$ cat src/rtl/clk_div_ctrl_pkg.sv
// Shared definitions for the UART clock-divider sequencing controller:
// FSM state encoding, the minimum ratio that keeps the divider enabled,
// and the drain-counter width.
package clk_div_ctrl_pkg;

    typedef enum logic [2:0] {
        S_IDLE  = 3'd0,
        S_GATE  = 3'd1,
        S_DRAIN = 3'd2,
        S_LOAD  = 3'd3,
        S_ACK   = 3'd4
    } state_e;

    // Plain-vector copies of the state codes for the state register.
    localparam logic [2:0] ST_IDLE  = S_IDLE;
    localparam logic [2:0] ST_GATE  = S_GATE;
    localparam logic [2:0] ST_DRAIN = S_DRAIN;
    localparam logic [2:0] ST_LOAD  = S_LOAD;
    localparam logic [2:0] ST_ACK   = S_ACK;

    // Ratios below this value put the divider in bypass (enable held low).
    localparam int MIN_EN_RATIO = 2;

    // Width of the drain counter; holds SETTLE_CYCLES-1 for 1..15.
    localparam int CNT_W = 4;

    // True when a ratio is large enough for the divider to run.
    function automatic logic ratio_enables(input logic [31:0] ratio);
        return (ratio >= 32'(MIN_EN_RATIO));
    endfunction

endpackage

$ cat src/rtl/clk_div_ctrl_if.sv
// Request/ack and divider-control signals of clk_div_ctrl.
// The slave modport is the controller; the master modport is the
// requester/divider side.
interface clk_div_ctrl_if #(
    parameter int WIDTH = 6
) ();
    logic             i_enable;
    logic             i_req0;
    logic [WIDTH-1:0] i_ratio0;
    logic             o_ack0;
    logic             i_req1;
    logic [WIDTH-1:0] i_ratio1;
    logic             o_ack1;
    logic [WIDTH-1:0] o_div_ratio;
    logic             o_clk_en;
    logic             o_busy;

    modport slave (
        input  i_enable, i_req0, i_ratio0, i_req1, i_ratio1,
        output o_ack0, o_ack1, o_div_ratio, o_clk_en, o_busy
    );

    modport master (
        output i_enable, i_req0, i_ratio0, i_req1, i_ratio1,
        input  o_ack0, o_ack1, o_div_ratio, o_clk_en, o_busy
    );
endinterface

$ cat src/rtl/clk_div_ctrl_arb.sv
// Two-requester arbiter for clk_div_ctrl.
// Macro CLK_DIV_CTRL_RR_EN: defined -> round-robin with a 1-bit pointer
// favouring the requester not granted last; undefined -> fixed priority
// (requester 0 first), purely combinational.
module clk_div_ctrl_arb (
`ifdef CLK_DIV_CTRL_RR_EN
    input  logic i_ref_clk,
    input  logic i_rst_n,
    input  logic i_take,
`endif
    input  logic i_req0,
    input  logic i_req1,
    output logic o_gnt_valid,
    output logic o_gnt_idx
);

`ifdef CLK_DIV_CTRL_RR_EN
    logic rr_ptr_r;

    // Pick the favoured requester on contention, otherwise whoever asks.
    always_comb begin
        o_gnt_valid = i_req0 | i_req1;
        if (i_req0 && i_req1) begin
            o_gnt_idx = rr_ptr_r;
        end else begin
            o_gnt_idx = i_req1 & ~i_req0;
        end
    end

    // Hand priority to the other requester after every accepted grant.
    always_ff @(posedge i_ref_clk or negedge i_rst_n) begin
        if (!i_rst_n) begin
            rr_ptr_r <= 1'b0;
        end else if (i_take && o_gnt_valid) begin
            rr_ptr_r <= ~o_gnt_idx;
        end
    end
`else
    // Requester 0 always wins when both ask.
    always_comb begin
        o_gnt_valid = i_req0 | i_req1;
        if (i_req0) begin
            o_gnt_idx = 1'b0;
        end else begin
            o_gnt_idx = i_req1;
        end
    end
`endif

endmodule

$ cat src/rtl/clk_div_ctrl.sv
// Sequencing controller for the UART integer clock divider. Grants one
// ratio change at a time, gates the divider enable for the settle window
// around each change, then acks the requester.
// Macro CLK_DIV_CTRL_RR_EN selects round-robin arbitration (see arbiter).
module clk_div_ctrl
    import clk_div_ctrl_pkg::*;
#(
    parameter int               WIDTH         = 6,
    parameter logic [WIDTH-1:0] DEFAULT_RATIO = 6'd32,
    parameter int               SETTLE_CYCLES = 4
) (
    input  logic          i_ref_clk,
    input  logic          i_rst_n,
    clk_div_ctrl_if.slave bus
);

    // GATE itself is the first disabled cycle, so DRAIN lasts one cycle less.
    localparam logic [CNT_W-1:0] DRAIN_LOAD = CNT_W'(SETTLE_CYCLES - 1);

    logic [2:0]       state_r;
    logic [2:0]       next_state_s;
    logic [CNT_W-1:0] cnt_r;
    logic [WIDTH-1:0] pend_ratio_r;
    logic [WIDTH-1:0] div_ratio_r;
    logic [WIDTH-1:0] gnt_ratio_s;
    logic             gnt_idx_r;
    logic             gnt_valid_s;
    logic             gnt_idx_s;
    logic             sel_idx_s;
    logic             clk_en_next_s;
    logic             clk_en_r;
    logic             ack0_r;
    logic             ack1_r;
    logic             busy_r;

    clk_div_ctrl_arb u_arb (
`ifdef CLK_DIV_CTRL_RR_EN
        .i_ref_clk   (i_ref_clk),
        .i_rst_n     (i_rst_n),
        .i_take      (state_r == ST_IDLE),
`endif
        .i_req0      (bus.i_req0),
        .i_req1      (bus.i_req1),
        .o_gnt_valid (gnt_valid_s),
        .o_gnt_idx   (gnt_idx_s)
    );

    // Ratio of the arbiter's current pick and the requester owning the sequence.
    always_comb begin
        if (gnt_idx_s) begin
            gnt_ratio_s = bus.i_ratio1;
        end else begin
            gnt_ratio_s = bus.i_ratio0;
        end
        if (state_r == ST_IDLE) begin
            sel_idx_s = gnt_idx_s;
        end else begin
            sel_idx_s = gnt_idx_r;
        end
    end

    // Next-state logic; an unchanged ratio skips straight to the ack.
    always_comb begin
        next_state_s = state_r;
        case (state_r)
            ST_IDLE: begin
                if (!gnt_valid_s) begin
                    next_state_s = ST_IDLE;
                end else if (gnt_ratio_s == div_ratio_r) begin
                    next_state_s = ST_ACK;
                end else begin
                    next_state_s = ST_GATE;
                end
            end
            ST_GATE: begin
                if (DRAIN_LOAD == {CNT_W{1'b0}}) begin
                    next_state_s = ST_LOAD;
                end else begin
                    next_state_s = ST_DRAIN;
                end
            end
            ST_DRAIN: begin
                if (cnt_r <= CNT_W'(1)) begin
                    next_state_s = ST_LOAD;
                end else begin
                    next_state_s = ST_DRAIN;
                end
            end
            ST_LOAD: next_state_s = ST_ACK;
            ST_ACK:  next_state_s = ST_IDLE;
            default: next_state_s = ST_IDLE;
        endcase
    end

    // Enable only while resting (IDLE/ACK now and next), so a pending change
    // drops it at once and it returns only after the ack cycle.
    always_comb begin
        if (bus.i_enable && ratio_enables(32'(div_ratio_r)) &&
            ((state_r == ST_IDLE) || (state_r == ST_ACK)) &&
            ((next_state_s == ST_IDLE) || (next_state_s == ST_ACK))) begin
            clk_en_next_s = 1'b1;
        end else begin
            clk_en_next_s = 1'b0;
        end
    end

    // FSM state, drain counter and captured grant.
    always_ff @(posedge i_ref_clk or negedge i_rst_n) begin
        if (!i_rst_n) begin
            state_r      <= ST_IDLE;
            cnt_r        <= {CNT_W{1'b0}};
            pend_ratio_r <= DEFAULT_RATIO;
            gnt_idx_r    <= 1'b0;
        end else begin
            state_r <= next_state_s;
            case (state_r)
                ST_IDLE: begin
                    if (gnt_valid_s) begin
                        pend_ratio_r <= gnt_ratio_s;
                        gnt_idx_r    <= gnt_idx_s;
                    end
                end
                ST_GATE:  cnt_r <= DRAIN_LOAD;
                ST_DRAIN: cnt_r <= cnt_r - CNT_W'(1);
                default:  cnt_r <= cnt_r;
            endcase
        end
    end

    // Registered divider controls, ack pulses and busy flag.
    always_ff @(posedge i_ref_clk or negedge i_rst_n) begin
        if (!i_rst_n) begin
            div_ratio_r <= DEFAULT_RATIO;
            clk_en_r    <= 1'b0;
            ack0_r      <= 1'b0;
            ack1_r      <= 1'b0;
            busy_r      <= 1'b0;
        end else begin
            if (state_r == ST_LOAD) begin
                div_ratio_r <= pend_ratio_r;
            end
            clk_en_r <= clk_en_next_s;
            ack0_r   <= (next_state_s == ST_ACK) && !sel_idx_s;
            ack1_r   <= (next_state_s == ST_ACK) &&  sel_idx_s;
            busy_r   <= (next_state_s != ST_IDLE);
        end
    end

    assign bus.o_div_ratio = div_ratio_r;
    assign bus.o_clk_en    = clk_en_r;
    assign bus.o_ack0      = ack0_r;
    assign bus.o_ack1      = ack1_r;
    assign bus.o_busy      = busy_r;

endmodule

$ cat src/flat_wrapper.sv
// flat-port wrapper written by rule: the top's interface ports become plain ports
module clk_div_ctrl_flat import clk_div_ctrl_pkg::*;
#(
    parameter int               WIDTH         = 6,
    parameter logic [WIDTH-1:0] DEFAULT_RATIO = 6'd32,
    parameter int               SETTLE_CYCLES = 4
)
  (i_ref_clk, i_rst_n, bus_i_enable, bus_i_req0, bus_i_ratio0, bus_i_req1, bus_i_ratio1, bus_o_ack0, bus_o_ack1, bus_o_div_ratio, bus_o_clk_en, bus_o_busy);
  clk_div_ctrl_if #(.WIDTH(WIDTH)) bus_i ();
  input  logic i_ref_clk;
  input  logic i_rst_n;
  input wire logic [$bits(bus_i.i_enable)-1:0] bus_i_enable;
  input wire logic [$bits(bus_i.i_req0)-1:0] bus_i_req0;
  input wire logic [$bits(bus_i.i_ratio0)-1:0] bus_i_ratio0;
  input wire logic [$bits(bus_i.i_req1)-1:0] bus_i_req1;
  input wire logic [$bits(bus_i.i_ratio1)-1:0] bus_i_ratio1;
  output wire logic [$bits(bus_i.o_ack0)-1:0] bus_o_ack0;
  output wire logic [$bits(bus_i.o_ack1)-1:0] bus_o_ack1;
  output wire logic [$bits(bus_i.o_div_ratio)-1:0] bus_o_div_ratio;
  output wire logic [$bits(bus_i.o_clk_en)-1:0] bus_o_clk_en;
  output wire logic [$bits(bus_i.o_busy)-1:0] bus_o_busy;
  assign bus_i.i_enable = bus_i_enable;
  assign bus_i.i_req0 = bus_i_req0;
  assign bus_i.i_ratio0 = bus_i_ratio0;
  assign bus_i.i_req1 = bus_i_req1;
  assign bus_i.i_ratio1 = bus_i_ratio1;
  assign bus_o_ack0 = bus_i.o_ack0;
  assign bus_o_ack1 = bus_i.o_ack1;
  assign bus_o_div_ratio = bus_i.o_div_ratio;
  assign bus_o_clk_en = bus_i.o_clk_en;
  assign bus_o_busy = bus_i.o_busy;
  clk_div_ctrl #(.WIDTH(WIDTH), .DEFAULT_RATIO(DEFAULT_RATIO), .SETTLE_CYCLES(SETTLE_CYCLES)) u_core (.i_ref_clk(i_ref_clk), .i_rst_n(i_rst_n), .bus(bus_i));
endmodule
$ cat config.mk
export PLATFORM = sky130hd
export DESIGN_NAME = clk_div_ctrl_flat
export DESIGN_NICKNAME = d
export VERILOG_FILES = /design/src/rtl/clk_div_ctrl_pkg.sv /design/src/rtl/clk_div_ctrl_if.sv /design/src/rtl/clk_div_ctrl_arb.sv /design/src/rtl/clk_div_ctrl.sv /design/src/flat_wrapper.sv
export SDC_FILE = /design/constraint.sdc
export NUM_CORES = 1
export LEC_CHECK = 0
export CAP_MARGIN = 0
export CORE_ASPECT_RATIO = 0.6
export CORE_MARGIN = 2
export CORE_UTILIZATION = 34
export CTS_BUF_LIST = sky130_fd_sc_hd__clkbuf_8 sky130_fd_sc_hd__clkbuf_16
export CTS_CLUSTER_SIZE = 14
export DETAILED_ROUTE_END_ITERATION = 8
export MAX_ROUTING_LAYER = met4
export SKIP_CTS_REPAIR_TIMING = 1
export SYNTH_ARGS = -nofsm -noshare
export SYNTH_HDL_FRONTEND = slang
export SYNTH_SLANG_ARGS = --single-unit
export TNS_END_PERCENT = 10
$ cat constraint.sdc
create_clock -name i_ref_clk -period 2.56 [get_ports i_ref_clk]
set_input_delay 0.256 -clock i_ref_clk [delete_from_list [all_inputs] [get_ports i_ref_clk]]
set_output_delay 0.256 -clock i_ref_clk [all_outputs]
set_load 0.02 [all_outputs]
# Yosys cells after proc, flatten, opt, wreduce, memory -nomap -nowiden
# Cells that the tools add are included.
# totals
register_bits	24
# classes
n_eq_ne	6
mux	9
n_addsub	1
n_bitwise	1
n_reduce_logical	13
n_lt_le_gt_ge	2
# op_table
cell	n
$pmux W3 S4	1
$pmux W4 S2	1
$eq A3 B2 Y1 const B	2
$eq A3 B3 Y1 const B	2
$eq A6 B6 Y1	1
$ge A6 B2 Y1 const B	1
$logic_not A3 Y1	2
$mux W3	2
$mux W6	1
$logic_and A1 B1 Y1	5
$le A4 B1 Y1 const B	1
$mux W1	4
$sub A4 B1 Y4 const B	1
$eq A3 B1 Y1 const B	1
$reduce_bool A3 Y1	1
$logic_or A1 B1 Y1	2
$reduce_and A2 Y1	1
$reduce_bool A2 Y1	1
$logic_not A1 Y1	1
$or A1 B1 Y1	1

# Logic depth before layout (Yosys ltp)
# Gate-level depths: netlist (run 1).
# logic_depth
depth_word	10
mapped_depth	5
depth_no_buf	5

# Hierarchy
# Synthesis (run 1) repeated with hierarchy kept, for this count alone.
# unflattened
hier_cells	115
area_unflattened_um2	1207.4
# modules_own_cells
mod	area_each_um2	instances	seq_area_each_um2	cells_per_inst
clk_div_ctrl	1194.9	1	603.1	113
clk_div_ctrl_arb	12.5	1	0.0	2

# Worst setup path before layout (run 1)
# No wires, ideal clock.
# synth_timing
path_kind	register to register
startpoint	register u_core.div_ratio_r[5], in the netlist u_core.bus.o_div_ratio[5]
endpoint	register u_core.ack1_r, in the netlist u_core.bus.o_ack1
arrival_ns	1.849
path_stages_with_launch	6
setup_ns	0.074
slack_ns	0.637
cell_sequence	dfstp_2 inv_1 a2111o_1 o22a_1 or4_4 a21boi_2
# synth_between
elab_chain_cells	6
# synth_lines
element	line_no	rtl
from (decl)	clk_div_ctrl.sv:24	logic [WIDTH-1:0] div_ratio_r;
from (signal assigned)	clk_div_ctrl.sv:140	div_ratio_r <= pend_ratio_r;
$eq A6 B6 Y1	clk_div_ctrl.sv:69	end else if (gnt_ratio_s == div_ratio_r) begin
$mux W3	clk_div_ctrl.sv:69	
$mux W3	clk_div_ctrl.sv:67	if (!gnt_valid_s) begin
$pmux W3 S4	clk_div_ctrl.sv:65	case (state_r)
$eq A3 B3 Y1	clk_div_ctrl.sv:144	ack1_r <= (next_state_s == ST_ACK) && sel_idx_s;
$logic_and A1 B1 Y1	clk_div_ctrl.sv:144	
to (signal assigned)	clk_div_ctrl.sv:144	
to (decl)	clk_div_ctrl.sv:33	logic ack1_r;
# Every way passes these cells.
# A chain may end at the register's enable or synchronous reset.

# Worst setup path in the final report (run 1)
# layout_timing
startpoint	register u_core.div_ratio_r[5], in the netlist u_core.bus.o_div_ratio[5]
endpoint	register u_core.ack0_r, in the netlist u_core.bus.o_ack0
# layout_between
elab_chain_cells	6
# layout_lines
element	line_no	rtl
$eq A6 B6 Y1	clk_div_ctrl.sv:69	
$mux W3	clk_div_ctrl.sv:69	
$mux W3	clk_div_ctrl.sv:67	
$pmux W3 S4	clk_div_ctrl.sv:65	
$eq A3 B3 Y1	clk_div_ctrl.sv:143	ack0_r <= (next_state_s == ST_ACK) && !sel_idx_s;
$logic_and A1 B1 Y1	clk_div_ctrl.sv:143	
to (signal assigned)	clk_div_ctrl.sv:143	
to (decl)	clk_div_ctrl.sv:32	logic ack0_r;
# Every way passes these cells.

==> results.yml, run 1 <==
cells_and_area:
  regArea_um2: 603.1
  drive_gt1_frac: 0.1597
  num_antenna_cells: 0
  final_cell_mix: "26 x clkdlybuf4s50_1, 22 x dfrtp_1, 11 x o21ai_0, 11 x nand2_1, 8 x mux2_2"
  final_util: 0.4821
  multi_input_area_um2: 613.1
  layout_commonest_cell: "clkdlybuf4s50_1"
  syn2layout_area_growth_pct: 31.31
  fillers: 309
  num-nets-final: 164
timing:
  finalMaxSlewViolations: 0
  skew_ps: 5.257
  hold_viol_final: 0
  worst_slack_ps: 566.8
  slew_headroom: 0.6303
  finalCritPeriodShare: 0.7786
  rsz0062_at_grt: "false"
  fmax_mhz: 501.7
  period_needed_ps: 1993
  worst_hold_slack_ps: 349.7
  setup-violations-final: 0
  worst_slew_pin_slew_ps: 552.9
  finalSetupTns_ps: 0
die:
  core_area_um2: 3363
  initial_core_util: 0.3672
  io_pins: 27
  die_h_um: 50.68
  row_count: 16
  die_area_um2: 4146
  die_w_um: 81.81
critical_path:
  critPathArrivalTime_ps: 2190
  crit_path_start_kind: "register"
  worstPathRequired_ps: 2760
  crit_path_start: "u_core.bus.o_div_ratio[5]"
  end_kind: "register"
  r2r_start: "u_core.bus.o_div_ratio[5]"
  ff2ff_path_depth: 5
  crit_fanout: 4
  cp-endpoint: "u_core.bus.o_ack0"
  worst_r2r_endpoint: "u_core.bus.o_ack0"
  reg2reg_slack_ps: 570
  crit_type: "register to register"
grt:
  grt_use_total: 0.1559
  grt_max_degree: 15
  grt_overflow_total: 0
  first_global_vias: 968
  antenna_found_initial: 0
  grt_first_pass_wirelength_mm: 4.629
yosys:
  synth_area_leaders: "dfrtp_1 45%, mux2_2 7.3%, mux2i_1 5.7%, o21ai_0 4.5%, dfstp_2 4.3%"
  yosys.area.top_type_share: 0.4458
  synth-seq-cells: 24
  synth.avg_cell_area_um2: 10.93
  ys_seq_area_frac: 0.4883
  synth_area_um2: 1235
  syn_inst: 113
  synth_nets: 132
  ys_warn_count: 0
  ys_types: 36
  yosys.area.top_type: "dfrtp_1"
detailed_routing:
  via_per_inst: 4.926
  num_vias: 931
  wire_per_inst_um: 14.73
  antenna_left: 0
  drt-pass1-iter-count: 4
  drc: 0
  drtIter0Drc: 27
  finalWirelength_mm: 2.784
placed_design:
  port_buffers: 26
  gp_congestion: 0.8639
  dp_hpwl_mm: 2.218
  pre_cts_slack_ps: 343.8
clock_tree:
  clock_path_buffers: 2
  clock_insertion_delay_worst_skew_ps: 260
  clock-sinks: 24
  root_buffer: "clkbuf_8"
  cts.clk_slew.worst_paths_ps: 80
  cts_max_level: 1
  numCtsBuffers: 3
  cts_tree: "built"
worst_hold_path:
  holdCritPathClass: "input port to asynchronous set/reset pin"
power_and_ir_drop:
  power.share.clock: 0.141
  pwr_density_cell_nw_per_um2: 1109
  pwr-share-comb: 0.461
  irDropWorstVdd_v: 0.0004692
  p_sw_mw: 0.6969
  p_sw_frac: 0.3874
  p_seq_frac: 0.398
  p_leak_nw: 0.6853
  intPower_mw: 1.102
job:
  drv_cap: 0
outcome:
  status: "completed"
==> worst min-delay path by stage <==
stage / startpoint / end / slack (ps)
6_report: i_rst_n / u_core.bus.o_div_ratio[4] / 350
5_1_grt: i_rst_n / u_core.pend_ratio_r[4] / 380
4_1_cts: i_rst_n / u_core.bus.o_div_ratio[4] / 360
3_5_place_dp: u_core.pend_ratio_r[2] / u_core.pend_ratio_r[2] / 470
3_3_place_gp: u_core.pend_ratio_r[1] / u_core.pend_ratio_r[1] / 460
2_1_floorplan: i_rst_n / u_core.bus.o_ack0 / -40
==> power groups by stage <==
stage / clock network [mW] / logic (mW) / registers (mW)
after floorplan: 0 / 0.454 / 0.768
after global placement: 0 / 0.818 / 0.714
after detailed placement: 0 / 0.831 / 0.723
after CTS: 0.261 / 0.834 / 0.716
after global routing: 0.284 / 0.918 / 0.749
final: 0.253 / 0.830 / 0.716
==> per-layer routing <==
| layer | wire length, um | global-route usage | up-vias |
|---|---|---|---|
| li1 | - | - | 466 |
| met1 | 1542 | 0.2309 | 443 |
| met2 | 1100 | 0.2141 | 20 |
| met3 | 132 | 0.04317 | 2 |
| met4 | 8 | 0.02500 | 0 |
| met5 | 0 | - | - |
==> cell type report <==
class                   count  area share
multi-input cells          84      0.3781
flip-flops and latches     24      0.3719
repair buffers             29      0.1744
well taps                  45     0.03472
clock buffers               4     0.03395
inverters                   3    0.006944
==> kinds of logic (layout without fill, tap and decap cells) <==
kind of cell | count (synthesis) | count (layout) | share of synthesized area
buffers and inverters | 5 | 36 | 0.01520
muxes | 15 | 15 | 0.1297
DFF | 24 | 24 | 0.4883
xor gates and xnor gates | 7 | 7 | 0.04965
and+or+nand+nor | 35 | 35 | 0.1560
AOI/OAI and AO/OA | 25 | 25 | 0.1408
adders and majority gates | 2 | 2 | 0.02026
==> critical path: stages (launching register included) <==
cell and delay [ps]:
dfstp_2 570, inv_1 80, a2111oi_0 420, mux2i_1 150
or4_4 560, a21oi_2 140
==> Yosys cell counts <==
cell type  number
nor4_1          1
o2111ai_1       1
o31ai_1         1
dfrtp_1        22
nor3_1          2
a2111o_1        1
o21ai_0        11
a21oi_1         2
a2111oi_0       1
a21o_1          1
nand2b_1        4
or3b_2          1
nor2b_1         4
nor2_1          6
nand3b_1        1
o22a_1          1
o211ai_1        1
or2_2           1
xor2_1          4
or4_1           1
o2111a_1        1
a21boi_2        1
dfstp_2         2
inv_1           3
nand2b_4        1
mux2_2          8
o31a_1          1
a21oi_2         1
nor3b_1         1
clkbuf_1        2
or4_4           1
o41ai_1         1
mux2i_1         7
xnor2_1         3
ha_1            2
nand2_1        11
==> per-stage QoR <==
step	cell area [um2]	total power, mW	cells
6_report	1622	1.799	189
5_1_grt	1622	1.951	189
4_1_cts	1622	1.811	189
3_5_place_dp	1567	1.554	185
3_3_place_gp	1567	1.532	185
2_1_floorplan	1235	1.222	113
==> flip-flops by register name, summed over array words and instances, names as in the netlist <==
name,flops
u_core.state_r,3
u_core.gnt_idx_r,1
u_core.bus.o_div_ratio,6
u_core.pend_ratio_r,6
u_core.bus.o_busy,1
u_core.bus.o_clk_en,1
u_core.bus.o_ack0,1
u_core.bus.o_ack1,1
u_core.cnt_r,4
(Power assumes the default switching activity.)
==> run 2: changes to the inputs <==
clock period = 1.9 ns   (was 2.56 ns; I/O delays follow)
==> run 2 against run 1 <==
The flow now finishes with violations (setup timing). Non-clock buffer count is 10 higher. Flip-flop and latch count stayed put. First-iteration DRC count is 110% higher. Maximum frequency is 4.4% higher. Core utilization is 2.5 points higher. Die area stayed put. Sequential share of layout area is 1.8 points lower. Final cell count is 5.3% higher. Worst hold slack worse by 63 ps. Sequential power is 29% higher. Largest power group unchanged.
==> results.yml, run 2 (same netlist as run 1, synthesis figures left out) <==
cells_and_area:
  drive_gt1_frac: 0.2208
  regArea_um2: 603.1
  syn2layout_area_growth_pct: 38.10
  num_antenna_cells: 0
  fillers: 323
  final_cells: 199
  num-nets-final: 174
  final_cell_mix: "26 x clkdlybuf4s50_1, 22 x dfrtp_1, 13 x buf_4"
  final_util: 0.5071
  multi_input_area_um2: 631.9
  layout_commonest_cell: "clkdlybuf4s50_1"
power_and_ir_drop:
  intPower_mw: 1.533
  p_leak_nw: 0.7328
  pwr_density_cell_nw_per_um2: 1471
  pwr-share-comb: 0.514
  power_mw: 2.508
  power.share.clock: 0.119
  irDropWorstVdd_v: 0.0006007
  p_sw_frac: 0.3890
  p_sw_mw: 0.9758
  p_seq_frac: 0.367
outcome:
  status: "complete, but fails checks"
  violations: "setup timing"
detailed_routing:
  drtIter0Drc: 57
  drt-pass1-iter-count: 4
  top_layer: "met3"
  antenna_left: 0
  wl_met3_um: 192
  num_vias: 980
  via_per_inst: 4.925
  finalWirelength_mm: 2.920
  wire_per_inst_um: 14.67
  wl_met1_mm: 1.525
  drc: 0
  dr_wl_met2_mm: 1.202
grt:
  first_global_vias: 1023
  grt_max_degree: 25
  grt_first_pass_wirelength_mm: 4.995
  grt_use_total: 0.1670
  antenna_found_initial: 0
  grt_overflow_total: 0
critical_path:
  ff2ff_path_depth: 5
  critPathArrivalTime_ps: 2100
  crit_type: "register to register"
  crit_fanout: 4
  reg2reg_slack_ps: -10
  worstPathRequired_ps: 2090
  worst_r2r_endpoint: "u_core.bus.o_ack1"
  r2r_start: "u_core.bus.o_div_ratio[5]"
  end_kind: "register"
  cpMaxStageDelayCell: "dfstp_2"
  crit_family: "compound AO/OA/AOI/OAI gates"
  cpPeakStageDelay_ps: 540
  path_cells: "inv_2, a2111o_1, o22a_1, or4_4, a21boi_2"
  crit_path_start_kind: "register"
  crit_buf_inv: 1
placed_design:
  port_buffers: 26
  dp.cells: 195
  dp_hpwl_mm: 2.302
  gp_congestion: 0.8504
  pre_cts_slack_ps: -227.4
die:
  die_h_um: 50.68
  core_area_um2: 3363
  io_pins: 27
  initial_core_util: 0.3672
  die_area_um2: 4146
  die_w_um: 81.81
  row_count: 16
timing:
  skew_ps: 2.320
  hold_viol_final: 0
  setup-violations-final: 2
  worst_slack_ps: -10.09
  rsz0062_at_grt: "true"
  fmax_mhz: 523.5
  slew_headroom: 0.6431
  worst_slew_pin_slew_ps: 533.8
  finalCritPeriodShare: 1.005
  finalMaxSlewViolations: 0
  period_needed_ps: 1910
  finalSetupTns_ps: -16.06
clock_tree:
  cts_max_level: 1
  root_buffer: "clkbuf_8"
  clock-sinks: 24
  clock_insertion_delay_worst_skew_ps: 260
  clock_path_buffers: 2
  numCtsBuffers: 3
  cts.clk_slew.worst_paths_ps: 80
  cts_tree: "built"
worst_hold_path:
  holdCritPathClass: "input port to asynchronous set/reset pin"
job:
  drv_cap: 0
-- run 2: routing by layer --
metal  GRT usage  vias up
met5           -        -
li1            -      487
met3     0.04496        0
met2      0.2398       26
met4     0.01667        0
met1      0.2441      467
-- run 2: power by group through the flow --
stage	clock (mW)	combinational (mW)	sequential [mW]
after floorplan	0	0.612	1.04
final	0.297	1.29	0.921
after detailed placement	0	1.26	0.932
after CTS	0.307	1.27	0.922
after global placement	0	1.23	0.922
after global routing	0.336	1.44	0.960
-- run 2: worst max path at each step --
stage / start / end / slack (ps) / cells past startpoint
final: u_core.bus.o_div_ratio[5] / u_core.bus.o_ack1 / -10 / 5
after global routing: u_core.bus.o_div_ratio[5] / u_core.bus.o_ack0 / -60 / 5
after CTS: u_core.bus.o_div_ratio[5] / u_core.bus.o_ack1 / -40 / 5
after detailed placement: bus_i_ratio0[0] / u_core.bus.o_ack1 / -230 / 6
after global placement: bus_i_ratio0[0] / u_core.bus.o_ack1 / -170 / 6
after floorplan: u_core.bus.o_div_ratio[5] / u_core.bus.o_ack1 / 1 / 5
-- run 2: layout make-up --
type                       count  area share
inverter                       3    0.006603
tap                           45     0.03302
multi-input combinational     84      0.3705
clock buffer                   3     0.02421
clock inverter                 1    0.002201
timing repair buffer          39      0.2098
sequential                    24      0.3536
-- run 2: per-stage QoR --
stage               cell area, um2  hold slack [ps]
floorplan                     1235           -105.6
global placement              1642            460.9
detailed placement            1642            474.2
CTS                           1687            294.9
global route                  1705            309.5
finish                        1705            286.7
==> run 3: changes to the inputs <==
CAP_MARGIN = 25   (was 0)
CORE_ASPECT_RATIO = unset   (was 0.6)
==> run 3 against run 2 <==
The flow now finishes without violations. Worst hold slack worse by 8.3 ps. Critical path depth stayed put. Setup slack better by 34 ps. Critical path type unchanged. Critical endpoint is now u_core.bus.o_ack0. Largest cell class unchanged.
==> results.yml, run 3 (same netlist as run 1, synthesis figures left out) <==
timing:
  hold_viol_final: 0
  slew_headroom: 0.7457
  setup-violations-final: 0
  worst_slew_pin_slew_ps: 380.6
  skew_ps: 4.503
  rsz0062_at_grt: "true"
  finalCritPeriodShare: 0.9874
  fmax_mhz: 533.0
  finalMaxSlewViolations: 0
  worst_slack_ps: 23.99
  worst_hold_slack_ps: 278.4
  finalSetupTns_ps: 0
  period_needed_ps: 1876
critical_path:
  cpMaxStageDelayCell: "dfstp_2"
  worstPathRequired_ps: 2100
  ff2ff_path_depth: 5
  crit_path_start_kind: "register"
  path_cells: "inv_4, a2111o_1, o22a_1, or4_4, a21oi_2"
  path_depth: 5
  crit_family: "compound AO/OA/AOI/OAI gates"
  critPathArrivalTime_ps: 2070
  crit_fanout: 4
  cpPeakStageDelay_ps: 560
  crit_type: "register to register"
  crit_buf_inv: 1
  end_kind: "register"
clock_tree:
  cts_max_level: 1
  clock-sinks: 24
  cts_tree: "built"
  root_buffer: "clkbuf_8"
  clock_path_buffers: 2
  cts.clk_slew.worst_paths_ps: 80
  clock_insertion_delay_worst_skew_ps: 260
  numCtsBuffers: 3
cells_and_area:
  final_util: 0.5092
  num-nets-final: 178
  syn2layout_area_growth_pct: 40.83
  final_cell_mix: "26 x clkdlybuf4s50_1, 22 x dfrtp_1, 17 x buf_4"
  final_cell_area_um2: 1739
  num_antenna_cells: 0
  layout_commonest_cell: "clkdlybuf4s50_1"
  drive_gt1_frac: 0.2405
power_and_ir_drop:
  p_sw_mw: 0.9611
  p_seq_frac: 0.370
  power.share.clock: 0.119
  irDropWorstVdd_v: 0.0005901
  pwr_density_cell_nw_per_um2: 1441
  pwr-share-comb: 0.511
  p_leak_nw: 0.7520
  intPower_mw: 1.546
  p_sw_frac: 0.3834
detailed_routing:
  num_vias: 970
  via_per_inst: 4.755
  finalWirelength_mm: 2.747
  antenna_left: 0
  wire_per_inst_um: 13.47
  drt-pass1-iter-count: 4
  drc: 0
  drtIter0Drc: 73
grt:
  grt_overflow_total: 0
  grt_first_pass_wirelength_mm: 4.781
  grt_use_total: 0.1492
  gr-usage-met2: 0.2318
  busiest_layer: "met2"
  first_global_vias: 1016
  antenna_found_initial: 0
  grt_max_degree: 25
  use_met1: 0.2165
  met3_usage: 0.01937
die:
  row_count: 21
  io_pins: 27
  initial_core_util: 0.3615
  die_h_um: 64.27
  core_area_um2: 3416
  die_area_um2: 4130
  die_w_um: 64.27
placed_design:
  placed_cell_area_um2: 1673
  dp_hpwl_mm: 2.187
  pre_cts_slack_ps: -185.4
  gp_congestion: 0.7945
  port_buffers: 26
worst_hold_path:
  holdCritPathClass: "input port to asynchronous set/reset pin"
job:
  drv_cap: 0
outcome:
  status: "completed"
==> run 3: changes by cell type in the layout (fill, tap and decap cells not counted) <==
cell   before  now
inv_4       0    1
inv_2       1    0
buf_4      13   17
==> run 3: layout make-up <==
type / count / area, um2
Sequential cell: 24 / 603.1
Inverter: 3 / 13.76
Clock buffer: 3 / 41.29
Multi-Input combinational cell: 84 / 631.9
Tap cell: 46 / 57.56
Timing Repair Buffer: 43 / 387.9
Clock inverter: 1 / 3.754
Fill cell: 331 / 1677
==> run 3: final timing paths <==
kind	startpoint	slack [ps]	endpoint
max in group asynchronous	i_rst_n	1330	u_core.pend_ratio_r[5]
hold / removal	i_rst_n	280	u_core.bus.o_busy
min in group i_ref_clk	u_core.pend_ratio_r[4]	480	u_core.pend_ratio_r[4]
setup / recovery	u_core.bus.o_div_ratio[5]	20	u_core.bus.o_ack0
hold reg to reg	u_core.pend_ratio_r[4]	480	u_core.pend_ratio_r[4]
setup reg to reg	u_core.bus.o_div_ratio[5]	20	u_core.bus.o_ack0
==> run 3: power groups by stage <==
stage                     combinational, mW  clock (mW)  sequential [mW]
final                                  1.28       0.298            0.928
after global routing                   1.41       0.330            0.968
after CTS                              1.27       0.306            0.923
after detailed placement               1.26           0            0.931
after global placement                 1.23           0            0.925
after floorplan                       0.612           0             1.04
==> run 3: metrics by stage <==
stage,power [mW],instances
final,2.507,204
after global placement,2.154,200
after global routing,2.713,204
after CTS,2.494,204
after floorplan,1.649,113
after detailed placement,2.189,200
==> run 3: layer usage <==
| metal | part of all wire | wire, um | up-vias |
|---|---|---|---|
| met3 | 0.041 | 112 | 0 |
| met2 | 0.47 | 1287 | 24 |
| met4 | 0 | 0 | 0 |
| li1 | - | - | 494 |
| met5 | 0 | 0 | - |
| met1 | 0.49 | 1346 | 452 |
